### config.mk
export PLATFORM = sky130hd
export DESIGN_NAME = sb_tx_serializer
export DESIGN_NICKNAME = d
export VERILOG_FILES = /design/src/rtl/SB_codex_pkg.sv /design/src/rtl/sb_tx_serializer.sv
export SDC_FILE = /design/constraint.sdc
export NUM_CORES = 1
export LEC_CHECK = 0
export BUFFER_PORTS_ARGS = -buffer_cell sky130_fd_sc_hd__buf_2
export CAP_MARGIN = 20
export CORE_MARGIN = 2
export CORE_UTILIZATION = 45
export DETAILED_ROUTE_END_ITERATION = 10
export MAX_ROUTING_LAYER = met4
export PLACE_DENSITY = 0.77
export SYNTH_ARGS = -nofsm -noshare
export SYNTH_HDL_FRONTEND = slang
export SYNTH_SLANG_ARGS = --single-unit
### constraint.sdc
create_clock -name clk_800MHz -period 1.5 [get_ports clk_800MHz]
set_input_delay 0.3 -clock clk_800MHz [delete_from_list [all_inputs] [get_ports clk_800MHz]]
set_output_delay 0.3 -clock clk_800MHz [all_outputs]
set_load 0.01 [all_outputs]
### src/rtl/SB_codex_pkg.sv
// ---------------------------------------------------------------------------
// SB_codex_pkg
// Shared constants and types for the sideband codex and TX serializer.
//   SB_GAP_UI        : minimum idle UIs between sideband packets
//   SB_PKT_BITS_HDR  : length of a header-only packet
//   SB_PKT_BITS_FULL : length of a header + data packet
//   sb_tx_state_t    : serializer FSM states
// ---------------------------------------------------------------------------
package SB_codex_pkg;

    localparam int SB_GAP_UI        = 32;
    localparam int SB_PKT_BITS_HDR  = 64;
    localparam int SB_PKT_BITS_FULL = 128;

    typedef enum logic [1:0] {
        SB_TX_IDLE  = 2'd0,
        SB_TX_SHIFT = 2'd1,
        SB_TX_GAP   = 2'd2
    } sb_tx_state_t;

endpackage

### src/rtl/sb_tx_serializer.sv
// ---------------------------------------------------------------------------
// sb_tx_serializer
// Sideband transmit serializer. Accepts a complete 64- or 128-bit packet,
// shifts it out LSB-first with a forwarded strobe (one UI = 2 clocks), then
// holds both pins low for the mandatory inter-packet gap.
//
// Handshake: a packet transfers on a rising clk_800MHz edge where both
// msg_valid_i and msg_ready_o are high. The source holds msg_data_i and
// msg_len128_i stable while msg_valid_i is high and not yet accepted.
//
// Ports
//   clk_800MHz      in   sole clock
//   reset           in   synchronous, active-high
//   enable_i        in   permits acceptance of new packets
//   msg_data_i      in   packet bits, bit 0 sent first
//   msg_len128_i    in   1 = 128-bit packet, 0 = 64-bit packet
//   msg_valid_i     in   packet offered
//   msg_ready_o     out  serializer can accept a packet
//   msg_done_o      out  high in the last cycle of the last UI
//   busy_o          out  high while in SHIFT or GAP
//   SB_clkPin_TX_o  out  forwarded sideband clock (flop output)
//   SB_dataPin_TX_o out  sideband data (flop output)
// ---------------------------------------------------------------------------
module sb_tx_serializer
    import SB_codex_pkg::*;
#(
    parameter int GAP_UI   = SB_GAP_UI,
    parameter int MAX_BITS = SB_PKT_BITS_FULL
) (
    input  logic                clk_800MHz,
    input  logic                reset,
    input  logic                enable_i,
    input  logic [MAX_BITS-1:0] msg_data_i,
    input  logic                msg_len128_i,
    input  logic                msg_valid_i,
    output logic                msg_ready_o,
    output logic                msg_done_o,
    output logic                busy_o,
    output logic                SB_clkPin_TX_o,
    output logic                SB_dataPin_TX_o
);

    localparam int GAP_CYCLES = 2 * GAP_UI;
    localparam int GAP_W      = $clog2(GAP_CYCLES);
    localparam logic [GAP_W-1:0] GAP_LOAD = GAP_W'(GAP_CYCLES - 1);

    sb_tx_state_t        state, nextState;
    logic [MAX_BITS-1:0] shiftReg, nextShiftReg;
    logic [7:0]          bitCnt, nextBitCnt;
    logic                phase, nextPhase;
    logic [GAP_W-1:0]    gapCnt, nextGapCnt;
    logic                busyQ, clkPinQ, dataPinQ;
    logic                accept;

    assign msg_ready_o = (state == SB_TX_IDLE) & enable_i & ~reset;
    assign accept      = msg_valid_i & msg_ready_o;

    // Phase 1 of the final bit: the strobe is high and the counter is on 1.
    assign msg_done_o  = (state == SB_TX_SHIFT) & phase & (bitCnt == 8'd1);

    assign busy_o          = busyQ;
    assign SB_clkPin_TX_o  = clkPinQ;
    assign SB_dataPin_TX_o = dataPinQ;

    always_comb begin
        nextState    = state;
        nextShiftReg = shiftReg;
        nextBitCnt   = bitCnt;
        nextPhase    = phase;
        nextGapCnt   = gapCnt;
        case (state)
            SB_TX_IDLE: begin
                if (accept) begin
                    nextState  = SB_TX_SHIFT;
                    nextPhase  = 1'b0;
                    if (msg_len128_i) begin
                        nextShiftReg = msg_data_i;
                        nextBitCnt   = 8'(SB_PKT_BITS_FULL);
                    end else begin
                        // Upper half is don't-care for a header-only packet.
                        nextShiftReg = {{(MAX_BITS-SB_PKT_BITS_HDR){1'b0}},
                                        msg_data_i[SB_PKT_BITS_HDR-1:0]};
                        nextBitCnt   = 8'(SB_PKT_BITS_HDR);
                    end
                end
            end
            SB_TX_SHIFT: begin
                if (!phase) begin
                    nextPhase = 1'b1;
                end else begin
                    nextPhase    = 1'b0;
                    nextShiftReg = shiftReg >> 1;
                    nextBitCnt   = bitCnt - 8'd1;
                    if (bitCnt == 8'd1) begin
                        nextState  = SB_TX_GAP;
                        nextGapCnt = GAP_LOAD;
                    end
                end
            end
            SB_TX_GAP: begin
                if (gapCnt == '0) begin
                    nextState = SB_TX_IDLE;
                end else begin
                    nextGapCnt = gapCnt - 1'b1;
                end
            end
            default: begin
                nextState = SB_TX_IDLE;
            end
        endcase
    end

    // Pins and busy are registered from the next-state view so that they are
    // aligned with the state the FSM occupies during the same cycle.
    always_ff @(posedge clk_800MHz) begin
        if (reset) begin
            state    <= SB_TX_IDLE;
            shiftReg <= '0;
            bitCnt   <= '0;
            phase    <= 1'b0;
            gapCnt   <= '0;
            busyQ    <= 1'b0;
            clkPinQ  <= 1'b0;
            dataPinQ <= 1'b0;
        end else begin
            state    <= nextState;
            shiftReg <= nextShiftReg;
            bitCnt   <= nextBitCnt;
            phase    <= nextPhase;
            gapCnt   <= nextGapCnt;
            busyQ    <= (nextState != SB_TX_IDLE);
            clkPinQ  <= (nextState == SB_TX_SHIFT) & nextPhase;
            dataPinQ <= (nextState == SB_TX_SHIFT) & nextShiftReg[0];
        end
    end

endmodule

==> flow_metrics.tcl <==
set metrics [dict create \
    cp-end-kind "output port" \
    gr-usage-all-layers 0.2460 \
    setup_viol 144 \
    worst_pin_slew_ns 0.6046 \
    syn-num-nets 827 \
    yosysTopAreaCellShare 0.4840 \
    yosys_warnings 0 \
    ios 138 \
    worstSetupPathType "reg -> out" \
    vias 6301 \
    fin_hold_ws_ns 0.1139 \
    yosysSeqAreaShare 0.4840 \
    synth_edf_count 0 \
    syn_inst 691 \
    start_util 0.4623 \
    drt_iter0_drc 593 \
    wl_mm 21.39 \
    die_h_um 120.6 \
    ir_drop_mv 0.8115 \
    clock_skew_ns 0.01025 \
    drt_drc_violations_left 0 \
    synth_ff_type "dfxtp_1" \
    avgSynthCellArea_um2 8.860 \
    core_area_um2 13240 \
    placed_area_um2 7228 \
    violations "negative setup slack" \
    drive_above_1_share 0.6179 \
    crit_required_ns 1.20 \
    tns_ns -22.34 \
    synth_cell_types 48 \
    total_power_mw 10.13 \
    clkTransAtPathRegs_ns 0.06 \
    path_max_fanout 4 \
    dp_hpwl_mm 9.625 \
    clk_latency_ns 0.42 \
    vias_per_cell 5.883 \
    critPathArrivalTime_ns 1.49 \
    rsz0062_at_grt "true" \
    die-area_um2 14550 \
    die_x_um 120.6 \
    htreeDepth 4 \
    gp_congestion 0.8382 \
    cts_tree "done" \
    globalRoute.totalOverflow 0 \
    synthTopCellsByCount "dfxtp_1, a21oi_1, nand2_1" \
    max_cap_violations 0 \
    areaGrowthSynthToFinish_pct 65.24 \
    grt_pass1_wl_mm 27.92 \
    postRouteAntennaNets 0 \
    ys_ff_latch 148 \
    cts_buffers 17 \
    critPathLaunchType "register" \
    status "finished with violations" \
    grt_max_degree 54 \
    antenna_found_initial 0 \
    fin_crit_sh 1.196 \
    postCtsHoldBufs 0 \
    hold_path_class "in -> reg" \
    nNetsFinal 1018 \
    synth_area_leaders "dfxtp_1, a22oi_1, a21oi_1" \
    fin_crit_ns 1.793 \
    synthesis.area_um2 6122 \
    core.rowCount 42 \
    slew_headroom 0.5969 \
    stdcell_area_um2 10120 \
    powerDensity_nw_per_um2 1002 \
    cts_sinks 148 \
    fin_ws_ns -0.2935 \
    root_buffer "clkbuf_16" \
    portBuffers 137 \
    finalHoldViolCount 0 \
    wl_per_cell_um 19.97 \
    synth_most_common_cell "dfxtp_1" \
    synthArstFlopShare 0 \
    max_freq_mhz 557.6 \
    drv_slew 0 \
    cts_buffer_depth 2 \
    diodes 0 \
    grt_pass1_vias 5682 \
    synth_top_cell_by_area "dfxtp_1" \
    final_util 0.7639 \
    firstDrtPassIters 5 \
    power.leakage_nw 3.926 \
]
cell usage in the layout, fill, tap and decap left out, types with 4 or more instances in the layout:
cell type and instances:
inv_1 6, nand2_1 46, nand2_2 19, buf_12 20, o21ai_1 4, buf_16 9, buf_6 20, buf_2 135
a22oi_1 48, buf_8 5, or3_1 4, clkbuf_16 25, a22oi_2 78, bufinv_16 5, a21oi_2 88, a21oi_1 49
buf_4 34, o21ai_2 4, clkinv_2 4, nand2_4 65, dfxtp_1 143, nor2_1 9, dfxtp_4 4
worst paths after layout:
path              slack (ns)           end           start  depth (start not counted)
setup / recovery       -0.29    msg_done_o        state[1]                          4
hold / removal          0.11  shiftReg[79]  msg_data_i[79]                          3
hold reg to reg         0.46  shiftReg[22]    shiftReg[22]                          2
setup reg to reg       -0.27     bitCnt[5]       bitCnt[2]                          5
cell families after synthesis:
logic type | count (synthesis) | synth area share
mux | 2 | 0.003270
fa+ha+maj | 3 | 0.006132
xor+xnor | 1 | 0.001431
flops | 148 | 0.4840
simple gates | 177 | 0.1314
compound gates | 291 | 0.3078
buf+inv | 69 | 0.06601
metrics by stage:
| step | setup WS, ns | cells |
|---|---|---|
| 2_1_floorplan | -0.02942 | 691 |
| 6_report | -0.2935 | 1071 |
| 4_1_cts | -0.2428 | 1062 |
| 3_5_place_dp | -0.1175 | 993 |
| 3_3_place_gp | -0.08132 | 993 |
| 5_1_grt | -0.3614 | 1071 |
flip-flops by register name, summed over array words and instances (netlist names):
register / cells
gapCnt: 6
state: 2
phase: 1
SB_clkPin_TX_o: 1
SB_dataPin_TX_o: 1
bitCnt: 8
busy_o: 1
shiftReg: 128
area by class of cell:
class | count | area, um^2
clock buffer | 22 | 464.2
clock inverter | 10 | 177.7
fill | 773 | 3127
inverter | 9 | 36.28
multi-input combinational | 475 | 4159
sequential | 148 | 2979
tap | 176 | 220.2
timing repair buffer | 231 | 2079
repair_timing:
action,4_1_cts,5_1_grt
endpoints found under the hold margin,0,0
setup endpoints to repair,79,147
pin swaps,45,154
buffers inserted,27,20
resized for setup,110,311
gates cloned,14,8
power by group:
part | internal (mW) | leakage [nW] | switching [mW] | total (mW)
clock | 3.03 | 0.314 | 1.63 | 4.66
combinational | 0.637 | 2.41 | 0.655 | 1.29
sequential | 4.06 | 1.21 | 0.122 | 4.18
critical path, cell delays in order, from the launching register on:
cell,delay [ns]
dfxtp_4,0.36
and3b_4,0.32
buf_6,0.10
and3_4,0.18
buf_6,0.10
layer usage:
layer | global-route usage | part of all wire | up-vias
met4 | 0.1003 | 0.027 | 0
li1 | - | - | 2896
met2 | 0.4022 | 0.51 | 248
met1 | 0.2985 | 0.41 | 3112
met3 | 0.04811 | 0.055 | 45
met5 | - | 0 | -
No activity file was read; power rests on OpenSTA's default activity.
